$ cat src/rtl/writeback_stage_if.sv
// Writeback-stage bus: retiring-instruction inputs from execute/memory and
// the register-file write port driven back out.
interface writeback_stage_if #(
  parameter int DATA_WIDTH     = 32,
  parameter int NUM_THREADS    = 16,
  parameter int REG_ADDR_WIDTH = 5
) ();
  localparam int TID_W = $clog2(NUM_THREADS);

  logic                      i_valid;
  logic [TID_W-1:0]          i_thread_id;
  logic [REG_ADDR_WIDTH-1:0] i_rd;
  logic                      i_reg_we;
  logic [1:0]                i_wb_sel;
  logic [2:0]                i_funct3;
  logic [DATA_WIDTH-1:0]     i_alu_result;
  logic [DATA_WIDTH-1:0]     i_pc_plus4;
  logic [DATA_WIDTH-1:0]     i_load_word;

  logic                      o_valid;
  logic [TID_W-1:0]          o_thread_id;
  logic [REG_ADDR_WIDTH-1:0] o_rd;
  logic                      o_we;
  logic [DATA_WIDTH-1:0]     o_wdata;
  logic                      o_err;

  modport master (
    output i_valid, i_thread_id, i_rd, i_reg_we, i_wb_sel, i_funct3,
           i_alu_result, i_pc_plus4, i_load_word,
    input  o_valid, o_thread_id, o_rd, o_we, o_wdata, o_err
  );

  modport slave (
    input  i_valid, i_thread_id, i_rd, i_reg_we, i_wb_sel, i_funct3,
           i_alu_result, i_pc_plus4, i_load_word,
    output o_valid, o_thread_id, o_rd, o_we, o_wdata, o_err
  );
endinterface

$ cat src/rtl/writeback_stage.sv
// Two-stage writeback unit: S1 registers the retiring instruction, S2 merges
// it with the late-arriving memory word, extracts load data, picks the
// writeback source and drives the hart-tagged register-file write port.
module writeback_stage #(
  parameter int DATA_WIDTH     = 32,
  parameter int NUM_THREADS    = 16,
  parameter int REG_ADDR_WIDTH = 5
) (
  input logic             i_clk,
  input logic             i_rst_n,
  writeback_stage_if.slave bus
);
  localparam int TID_W = $clog2(NUM_THREADS);

  typedef enum logic [1:0] {
    WB_ALU  = 2'b00,
    WB_LOAD = 2'b01,
    WB_PC4  = 2'b10,
    WB_ILL  = 2'b11
  } wb_sel_e;

  typedef enum logic [2:0] {
    F3_LB  = 3'b000,
    F3_LH  = 3'b001,
    F3_LW  = 3'b010,
    F3_LBU = 3'b100,
    F3_LHU = 3'b101
  } load_f3_e;

  // S1 state
  logic                      s1_valid_d, s1_valid_q;
  logic [TID_W-1:0]          s1_tid_d, s1_tid_q;
  logic [REG_ADDR_WIDTH-1:0] s1_rd_d, s1_rd_q;
  logic                      s1_we_d, s1_we_q;
  wb_sel_e                   s1_sel_d, s1_sel_q;
  load_f3_e                  s1_f3_d, s1_f3_q;
  logic [1:0]                s1_off_d, s1_off_q;
  logic [DATA_WIDTH-1:0]     s1_alu_d, s1_alu_q;
  logic [DATA_WIDTH-1:0]     s1_pc_d, s1_pc_q;

  // S2 (output) state
  logic                      o_valid_d, o_valid_q;
  logic [TID_W-1:0]          o_tid_d, o_tid_q;
  logic [REG_ADDR_WIDTH-1:0] o_rd_d, o_rd_q;
  logic                      o_we_d, o_we_q;
  logic [DATA_WIDTH-1:0]     o_wdata_d, o_wdata_q;
  logic                      o_err_d, o_err_q;

  // S2 datapath temporaries
  logic [7:0]            byte_v;
  logic [15:0]           half_v;
  logic [DATA_WIDTH-1:0] load_data;
  logic                  load_bad;
  logic                  err;

  // S1 next state: straight capture of the retiring instruction
  always_comb begin
    s1_valid_d = bus.i_valid;
    s1_tid_d   = bus.i_thread_id;
    s1_rd_d    = bus.i_rd;
    s1_we_d    = bus.i_reg_we;
    s1_sel_d   = wb_sel_e'(bus.i_wb_sel);
    s1_f3_d    = load_f3_e'(bus.i_funct3);
    s1_off_d   = bus.i_alu_result[1:0];
    s1_alu_d   = bus.i_alu_result;
    s1_pc_d    = bus.i_pc_plus4;
  end

  // S1 register with synchronous flush
  always_ff @(posedge i_clk) begin
    if (!i_rst_n) begin
      s1_valid_q <= 1'b0;
      s1_tid_q   <= '0;
      s1_rd_q    <= '0;
      s1_we_q    <= 1'b0;
      s1_sel_q   <= WB_ALU;
      s1_f3_q    <= F3_LB;
      s1_off_q   <= '0;
      s1_alu_q   <= '0;
      s1_pc_q    <= '0;
    end else begin
      s1_valid_q <= s1_valid_d;
      s1_tid_q   <= s1_tid_d;
      s1_rd_q    <= s1_rd_d;
      s1_we_q    <= s1_we_d;
      s1_sel_q   <= s1_sel_d;
      s1_f3_q    <= s1_f3_d;
      s1_off_q   <= s1_off_d;
      s1_alu_q   <= s1_alu_d;
      s1_pc_q    <= s1_pc_d;
    end
  end

  // S2 next state: load extraction, error detection, source select, gating
  always_comb begin
    unique case (s1_off_q)
      2'd0:    byte_v = bus.i_load_word[7:0];
      2'd1:    byte_v = bus.i_load_word[15:8];
      2'd2:    byte_v = bus.i_load_word[23:16];
      default: byte_v = bus.i_load_word[31:24];
    endcase
    half_v = s1_off_q[1] ? bus.i_load_word[31:16] : bus.i_load_word[15:0];

    load_data = '0;
    load_bad  = 1'b0;
    case (s1_f3_q)
      F3_LB:  load_data = {{(DATA_WIDTH-8){byte_v[7]}}, byte_v};
      F3_LBU: load_data = {{(DATA_WIDTH-8){1'b0}}, byte_v};
      F3_LH: begin
        load_bad  = s1_off_q[0];
        load_data = {{(DATA_WIDTH-16){half_v[15]}}, half_v};
      end
      F3_LHU: begin
        load_bad  = s1_off_q[0];
        load_data = {{(DATA_WIDTH-16){1'b0}}, half_v};
      end
      F3_LW: begin
        load_bad  = (s1_off_q != 2'b00);
        load_data = bus.i_load_word;
      end
      default: load_bad = 1'b1;
    endcase

    err = s1_valid_q &&
          ((s1_sel_q == WB_ILL) || ((s1_sel_q == WB_LOAD) && load_bad));

    o_wdata_d = '0;
    if (s1_valid_q && !err) begin
      case (s1_sel_q)
        WB_ALU:  o_wdata_d = s1_alu_q;
        WB_LOAD: o_wdata_d = load_data;
        WB_PC4:  o_wdata_d = s1_pc_q;
        default: o_wdata_d = '0;
      endcase
    end

    o_valid_d = s1_valid_q;
    o_err_d   = err;
    o_we_d    = s1_valid_q && s1_we_q && (s1_rd_q != '0) && !err;
    o_tid_d   = s1_valid_q ? s1_tid_q : '0;
    o_rd_d    = s1_valid_q ? s1_rd_q : '0;
  end

  // Output register with synchronous flush
  always_ff @(posedge i_clk) begin
    if (!i_rst_n) begin
      o_valid_q <= 1'b0;
      o_tid_q   <= '0;
      o_rd_q    <= '0;
      o_we_q    <= 1'b0;
      o_wdata_q <= '0;
      o_err_q   <= 1'b0;
    end else begin
      o_valid_q <= o_valid_d;
      o_tid_q   <= o_tid_d;
      o_rd_q    <= o_rd_d;
      o_we_q    <= o_we_d;
      o_wdata_q <= o_wdata_d;
      o_err_q   <= o_err_d;
    end
  end

  assign bus.o_valid     = o_valid_q;
  assign bus.o_thread_id = o_tid_q;
  assign bus.o_rd        = o_rd_q;
  assign bus.o_we        = o_we_q;
  assign bus.o_wdata     = o_wdata_q;
  assign bus.o_err       = o_err_q;
endmodule

$ cat src/flat_wrapper.sv
// flat-port wrapper written by rule: the top's interface ports become plain ports
module writeback_stage_flat 
#(
  parameter int DATA_WIDTH     = 32,
  parameter int NUM_THREADS    = 16,
  parameter int REG_ADDR_WIDTH = 5
)
  (i_clk, i_rst_n, bus_i_valid, bus_i_thread_id, bus_i_rd, bus_i_reg_we, bus_i_wb_sel, bus_i_funct3, bus_i_alu_result, bus_i_pc_plus4, bus_i_load_word, bus_o_valid, bus_o_thread_id, bus_o_rd, bus_o_we, bus_o_wdata, bus_o_err);
  writeback_stage_if #(.DATA_WIDTH(DATA_WIDTH), .NUM_THREADS(NUM_THREADS), .REG_ADDR_WIDTH(REG_ADDR_WIDTH)) bus_i ();
  input logic i_clk;
  input logic i_rst_n;
  input wire logic [$bits(bus_i.i_valid)-1:0] bus_i_valid;
  input wire logic [$bits(bus_i.i_thread_id)-1:0] bus_i_thread_id;
  input wire logic [$bits(bus_i.i_rd)-1:0] bus_i_rd;
  input wire logic [$bits(bus_i.i_reg_we)-1:0] bus_i_reg_we;
  input wire logic [$bits(bus_i.i_wb_sel)-1:0] bus_i_wb_sel;
  input wire logic [$bits(bus_i.i_funct3)-1:0] bus_i_funct3;
  input wire logic [$bits(bus_i.i_alu_result)-1:0] bus_i_alu_result;
  input wire logic [$bits(bus_i.i_pc_plus4)-1:0] bus_i_pc_plus4;
  input wire logic [$bits(bus_i.i_load_word)-1:0] bus_i_load_word;
  output wire logic [$bits(bus_i.o_valid)-1:0] bus_o_valid;
  output wire logic [$bits(bus_i.o_thread_id)-1:0] bus_o_thread_id;
  output wire logic [$bits(bus_i.o_rd)-1:0] bus_o_rd;
  output wire logic [$bits(bus_i.o_we)-1:0] bus_o_we;
  output wire logic [$bits(bus_i.o_wdata)-1:0] bus_o_wdata;
  output wire logic [$bits(bus_i.o_err)-1:0] bus_o_err;
  assign bus_i.i_valid = bus_i_valid;
  assign bus_i.i_thread_id = bus_i_thread_id;
  assign bus_i.i_rd = bus_i_rd;
  assign bus_i.i_reg_we = bus_i_reg_we;
  assign bus_i.i_wb_sel = bus_i_wb_sel;
  assign bus_i.i_funct3 = bus_i_funct3;
  assign bus_i.i_alu_result = bus_i_alu_result;
  assign bus_i.i_pc_plus4 = bus_i_pc_plus4;
  assign bus_i.i_load_word = bus_i_load_word;
  assign bus_o_valid = bus_i.o_valid;
  assign bus_o_thread_id = bus_i.o_thread_id;
  assign bus_o_rd = bus_i.o_rd;
  assign bus_o_we = bus_i.o_we;
  assign bus_o_wdata = bus_i.o_wdata;
  assign bus_o_err = bus_i.o_err;
  writeback_stage #(.DATA_WIDTH(DATA_WIDTH), .NUM_THREADS(NUM_THREADS), .REG_ADDR_WIDTH(REG_ADDR_WIDTH)) u_core (.i_clk(i_clk), .i_rst_n(i_rst_n), .bus(bus_i));
endmodule
$ cat config.mk
export PLATFORM = sky130hd
export DESIGN_NAME = writeback_stage_flat
export DESIGN_NICKNAME = d
export VERILOG_FILES = /design/src/rtl/writeback_stage_if.sv /design/src/rtl/writeback_stage.sv /design/src/flat_wrapper.sv
export SDC_FILE = /design/constraint.sdc
export NUM_CORES = 1
export LEC_CHECK = 0
export ABC_AREA = 1
export CAP_MARGIN = 25
export CORE_ASPECT_RATIO = 1.5
export CORE_MARGIN = 2
export CORE_UTILIZATION = 47
export DETAILED_ROUTE_END_ITERATION = 6
export PLACE_DENSITY_LB_ADDON = 0.15
export SLEW_MARGIN = 40
export SYNTH_ARGS = -nofsm -noshare
export SYNTH_HDL_FRONTEND = slang
export SYNTH_SLANG_ARGS = --single-unit
$ cat constraint.sdc
create_clock -name i_clk -period 1.4 [get_ports i_clk]
set_input_delay 0.28 -clock i_clk [delete_from_list [all_inputs] [get_ports i_clk]]
set_output_delay 0.28 -clock i_clk [all_outputs]
set_load 0.02 [all_outputs]
==> results of run 1 <==
[power by group]
part           internal, mW  leakage, nW  switching [mW]
sequential             3.68         1.02          0.0511
clock                  2.55        0.269            1.47
combinational         0.587         2.97           0.618
[timing repair]
| action | in CTS | in global routing |
|---|---|---|
| cloned | 0 | 3 |
| endpoints found under the setup margin | 44 | 35 |
| gates resized for setup | 44 | 21 |
| hold buffers | 0 | 0 |
| pin swaps | 0 | 1 |
| buffers inserted | 0 | 0 |
[through the flow]
step / hold WS [ps] / std cells / cell area (µm²) / utilization
after floorplan: 378 / 777 / 5150 / -
after global placement: 399 / 1074 / 7070 / 0.664
after detailed placement: 410 / 1074 / 7070 / 0.664
after CTS: 187 / 1104 / 7560 / 0.710
after global routing: 225 / 1107 / 7650 / 0.718
final: 222 / 1107 / 7650 / 0.718
[worst min-delay path by stage]
| stage | startpoint | endpoint | cells after the start |
|---|---|---|---|
| after floorplan | bus_i_valid | u_core.o_valid_d$_SDFF_PN0_ | 2 |
| after CTS | i_rst_n | u_core.bus.o_valid$_SDFF_PN0_ | 3 |
| final | i_rst_n | u_core.bus.o_valid$_SDFF_PN0_ | 3 |
| after global routing | i_rst_n | u_core.bus.o_valid$_SDFF_PN0_ | 3 |
| after detailed placement | u_core.s1_tid_q[2]$_SDFF_PN0_ | u_core.bus.o_thread_id[2]$_SDFF_PN0_ | 2 |
| after global placement | u_core.s1_tid_q[1]$_SDFF_PN0_ | u_core.bus.o_thread_id[1]$_SDFF_PN0_ | 2 |
[cell type report]
cell class	instances	share of cell area
flip-flops and latches	124	0.325
multi-input cells	449	0.249
repair buffers	194	0.248
inverters	166	0.0824
clock buffers	23	0.0625
well taps	144	0.0236
clock inverters	7	0.00867
[registers in the layout, summed over array words and instances (netlist names)]
register	count
u_core.bus.o_err	1
u_core.s1_off_q	1
u_core.bus.o_valid	1
u_core.bus.o_we	1
u_core.s1_tid_q	4
u_core.bus.o_thread_id	4
u_core.s1_pc_q	32
u_core.s1_rd_q	5
u_core.s1_we_q	1
u_core.s1_f3_q	3
u_core.s1_sel_q	2
u_core.bus.o_rd	5
u_core.bus.o_wdata	32
u_core.s1_alu_q	31
u_core.o_valid_d	1
[layer usage]
layer | global-route usage | wire length, µm | vias to the layer above
met2 | 0.467 | 8050 | 173
met5 | 0 | 0 | -
met3 | 0.0695 | 962 | 22
met4 | 0.0688 | 293 | 0
met1 | 0.288 | 5990 | 2336
li1 | - | - | 2629
[cells in the final DEF (no fill, tap or decap), drive strengths merged]
master and n:
a21oi 32, bufinv 1, clkinv 5, dfxtp 124
clkbuf 25, nand4 10, dlygate4sd2 42, clkinvlp 1
o21ai 4, nor2 49, inv 166, clkdlybuf4s50 112
clkdlybuf4s15 1, buf 37, nand2 274, nand3 80
[cell families (layout without fill, tap and decap cells)]
| kind of cell | count (synthesis) | in the layout | synth area share |
|---|---|---|---|
| AOI/OAI and AO/OA | 36 | 36 | 0.0350 |
| buffers and inverters | 205 | 390 | 0.154 |
| DFF | 124 | 124 | 0.482 |
| and+or+nand+nor | 412 | 413 | 0.329 |
==> run_results.csv, run 1 <==
group,metric,value,unit
yosys,synth_ff_type,"dfxtp_1",
layout,multi_input_area,1910,µm²
sta,finalSetupViolCount,0,
worst_setup_path,ff2ff_path_depth,9,
grt,gr-total-overflow,0,
yosys,synth.distinct_cells,16,
placement,gp_congestion,0.873,
route,viasPerCell,4.66,
pwr,p_total,8.96,mW
layout,area_delta_synth_final,48.6,%
worst_setup_path,path_cells,"dlygate4sd2_1",
yosys,ys_warn_count,0,
sta,rsz0062_at_grt,"yes",
route,drt_first_pass_iters,5,
clock_network,cts_tree,"built",
clock_network,cts_root_buf,"clkbuf_16",
grt,antenna_found_initial,0,
worst_setup_path,path_depth,1,
sta,relSlewSlack,0.734,
layout,diodes,0,
route,route.detailed.drc,0,
die,die_area,11800,µm²
route,drtIter0Drc,266,
worst_setup_path,endpoint,"bus_o_wdata[14]",
sta,finClkSkew,9.60,ps
worst_setup_path,worstSetupPathType,"reg -> out",
die,row_count,46,
worst_setup_path,cp.required,1120,ps
yosys,async_flop_share,0,
clock_network,htree_num_levels,4,
die,die_y,132,µm
route,wl_per_cell,13.8,µm
yosys,netlist_top_cells_area,"dfxtp_1, nand2_1, inv_1",
placement,pre_cts_ws,-247,ps
yosys,ys_seq_area_frac,0.482,
sta,worst_pin_slew,399,ps
sta,fmax,0.744,GHz
worst_setup_path,path_buf_inv,1,
yosys,synthCells,777,
clock_network,clk_path_buf_depth,2,
pwr,leakage,4.26,nW
yosys,synth.most_common_cell,"nand2_1",
yosys,synth_edf_count,0,
yosys,synth_fp_nets,891,
clock_network,worst_skew_pair.late_latency,400,ps
die,coreArea,10600,µm²
route,via_count,5160,
worst_setup_path,crit_arrival,1060,ps
die,ioPinCount,158,
worst_setup_path,critical_path.slowest_cell,"dlygate4sd2_1",
route,ant_nets,0,
clock_network,clkSinkCount,124,
pwr,vdd_drop_max,0.979,mV
sta,setup_tns,0,ps
grt,first_global_vias,5197,
worst_setup_path,slowest_delay,350,ps
grt,grt_pass1_wl,23.7,mm
layout,nFillCells,851,
worst_setup_path,end_kind,"primary output",
worst_setup_path,path_max_fanout,1,
sta,maxSlewViolCount,0,
yosys,avgSynthCellArea,6.63,µm²
yosys,syn_area,5150,µm²
die,initial_core_util,0.484,
sta,hold_viol_final,0,
sta,fin_crit_sh,0.961,
pwr,powerDensity,1170,nW/µm²
placement,place_hpwl,10.8,mm
worst_setup_path,startpoint_type,"register",
yosys,yosysTopAreaCell,"dfxtp_1",
layout,regArea,2490,µm²
yosys,ys_ff_latch,124,
worst_setup_path,reg2reg_from,"u_core.s1_off_q[0]$_SDFF_PN0_",
run,drv_cap,0,
sta,fin_ws,55.0,ps
worst_setup_path,timing.rr.end,"u_core.bus.o_wdata[28]$_SDFF_PN0_",
layout,fin_nets,1066,
yosys,synth_top_area_frac,0.482,
min_path,hp-class,"in -> reg",
layout,drive_above_1_share,0.0966,
placement,io_buffers,157,
die,fp.dieW,89.5,µm
worst_setup_path,startpoint,"u_core.bus.o_wdata[14]$_SDFF_PN0_",
clock_network,numCtsBuffers,17,
worst_setup_path,critPathTopFamily,"buffers and inverters",
status,run_status,"completed",
grt,grt_start_max_net_pins,41,
worst_setup_path,rrSetupSlack,80,ps
sta,layout_min_cycle_time,1340,ps
clock_network,clk_pin_slew,50,ps
grt,groute.usage.overall,0.258,
route,routed_wl,15.3,mm
yosys,synth_common_cells,"nand2_1, inv_1, dfxtp_1",
(Power assumes the default switching activity.)
==> run 2, diff against run 1 <==
- CORE_UTILIZATION: 47 -> 50
- clock period: 1.4 -> 1.7 ns (I/O delays scaled with it)
==> run 2 against run 1 <==
  * Clock skew hardly changed
  * Core utilization is 2.5 points higher
  * Largest power group unchanged
  * Clock-buffer cell count is 2 lower
  * Global-route usage is 1.7 points higher
  * Final cell count is 4.0% lower
  * Non-clock buffer count is 17 lower
  * Via count is 0.85% lower
  * First-iteration DRC count is 24% higher
  * Critical path type unchanged
==> run_results.csv, run 2 (synthesis gave the netlist of run 1 again) <==
group,metric,value,unit
route,wl_per_cell,13.9,µm
layout,nFillCells,769,
grt,antenna_found_initial,0,
placement,gp_congestion,0.906,
placement,io_buffers,157,
pwr,p_clk_frac,0.471,
route,routed_wl,14.8,mm
grt,grt_start_max_net_pins,43,
clock_network,hold_buffers,0,
sta,finClkSkew,9.22,ps
sta,fin_crit_sh,0.987,
clock_network,cts_tree,"built",
die,coreArea,10100,µm²
placement,place_hpwl,10.6,mm
sta,setup_tns,0,ps
worst_setup_path,end_kind,"primary output",
route,route.detailed.drc,0,
grt,grt_pass1_wl,23.6,mm
worst_setup_path,path_buf_inv,1,
worst_setup_path,crit_arrival,1340,ps
sta,relSlewSlack,0.687,
route,viasPerCell,4.81,
clock_network,worst_skew_pair.late_latency,410,ps
sta,maxSlewViolCount,0,
placement,pre_cts_ws,-116,ps
worst_setup_path,startpoint_type,"register",
pwr,pwr-share-comb,0.124,
route,drt_first_pass_iters,5,
clock_network,clk_pin_slew,60,ps
grt,groute.usage.overall,0.275,
worst_setup_path,critPathTopFamily,"buffers and inverters",
placement,dpl.cell_count,1032,
clock_network,cts_root_buf,"clkbuf_16",
sta,hold_viol_final,0,
clock_network,clk_path_buf_depth,2,
die,die_y,128,µm
pwr,power.internal,5.78,mW
layout,regArea,2480,µm²
die,ioPinCount,158,
layout,final_cell_mix,"nand2_1, inv_1, clkdlybuf4s50_1, dfxtp_1, nand3_1",
worst_setup_path,path_max_fanout,1,
die,die_area,11100,µm²
grt,gr-total-overflow,0,
grt,first_global_vias,5131,
run,drv_cap,0,
sta,fmax,0.596,GHz
pwr,leakage,4.15,nW
sta,hold_slack,202,ps
layout,fin_cells,1063,
layout,multi_input_area,1880,µm²
sta,finalSetupViolCount,0,
worst_setup_path,path_cells,"clkdlybuf4s50_1",
pwr,p_sw_frac,0.238,
sta,layout_min_cycle_time,1680,ps
sta,fin_ws,22.0,ps
layout,diodes,0,
route,via_count,5116,
worst_setup_path,worstSetupPathType,"reg -> out",
layout,fin_nets,1048,
route,ant_nets,0,
status,run_status,"completed",
sta,worst_pin_slew,469,ps
die,fp.dieW,86.9,µm
layout,drive_above_1_share,0.0729,
clock_network,htree_num_levels,4,
die,row_count,45,
worst_setup_path,slowest_delay,600,ps
clock_network,cts_setup_buffers,0,
worst_setup_path,critical_path.slowest_cell,"clkdlybuf4s50_1",
clock_network,clkSinkCount,124,
clock_network,numCtsBuffers,17,
sta,rsz0062_at_grt,"no",
pwr,vdd_drop_max,0.805,mV
route,drtIter0Drc,329,
pwr,p_switching,1.81,mW
die,initial_core_util,0.511,
pwr,powerDensity,1010,nW/µm²
layout,area_delta_synth_final,45.5,%
pwr,seq_power_share,0.405,
min_path,hp-class,"in -> reg",
worst_setup_path,cp.required,1360,ps
layout,mostFrequentLayoutCell,"nand2_1",
==> run 2: worst reg2reg max path, stage by stage, from the launching register on <==
cell,delay [ps]
dfxtp_1,400
inv_2,100
nor2_2,380
nand3_1,260
nand3_1,160
nand2_1,60
nand2_1,60
a21oi_1,60
==> run 2: path summary, 6_finish.rpt <==
check | startpoint | end | slack, ps | cells past startpoint
hold reg to reg | u_core.s1_tid_q[3]$_SDFF_PN0_ | u_core.bus.o_thread_id[3]$_SDFF_PN0_ | 410 | 2
setup / recovery | u_core.bus.o_wdata[7]$_SDFF_PN0_ | bus_o_wdata[7] | 20 | 1
hold / removal | i_rst_n | u_core.bus.o_valid$_SDFF_PN0_ | 200 | 3
setup reg to reg | u_core.s1_off_q[0]$_SDFF_PN0_ | u_core.bus.o_wdata[1]$_SDFF_PN0_ | 120 | 7
==> run 2: metrics by stage <==
stage	util	total power [mW]	instance area, µm²
3_5_place_dp	0.683	4.07	6880
4_1_cts	0.741	7.61	7470
3_3_place_gp	0.683	4.05	6880
6_report	0.743	7.59	7490
5_1_grt	0.743	7.86	7490
2_1_floorplan	-	3.59	5150
==> run 2: cell type report <==
class | instances | area share
sequential | 124 | 0.331
multi-input combinational | 448 | 0.251
timing repair buffer | 177 | 0.236
inverter | 166 | 0.0832
clock buffer | 21 | 0.0641
tap | 117 | 0.0195
clock inverter | 10 | 0.0154
==> run 2: repair_timing <==
action                     CTS  global route
setup endpoints to repair    7             8
cloned                       0             0
resized for setup            7             8
==> run 2: power groups by stage <==
stage / combinational (mW) / clock [mW] / sequential, mW
after detailed placement: 0.934 / 0 / 3.13
after global placement: 0.922 / 0 / 3.13
after floorplan: 0.446 / 0 / 3.15
final: 0.944 / 3.57 / 3.07
after global routing: 1.05 / 3.72 / 3.08
after CTS: 0.947 / 3.59 / 3.07
==> run 2: metal layers <==
layer,up-vias,wire length (µm),global-route usage
met5,-,0,0.00957
met4,0,403,0.109
met3,36,922,0.0741
met2,187,7500,0.484
met1,2297,5950,0.309
li1,2596,-,-
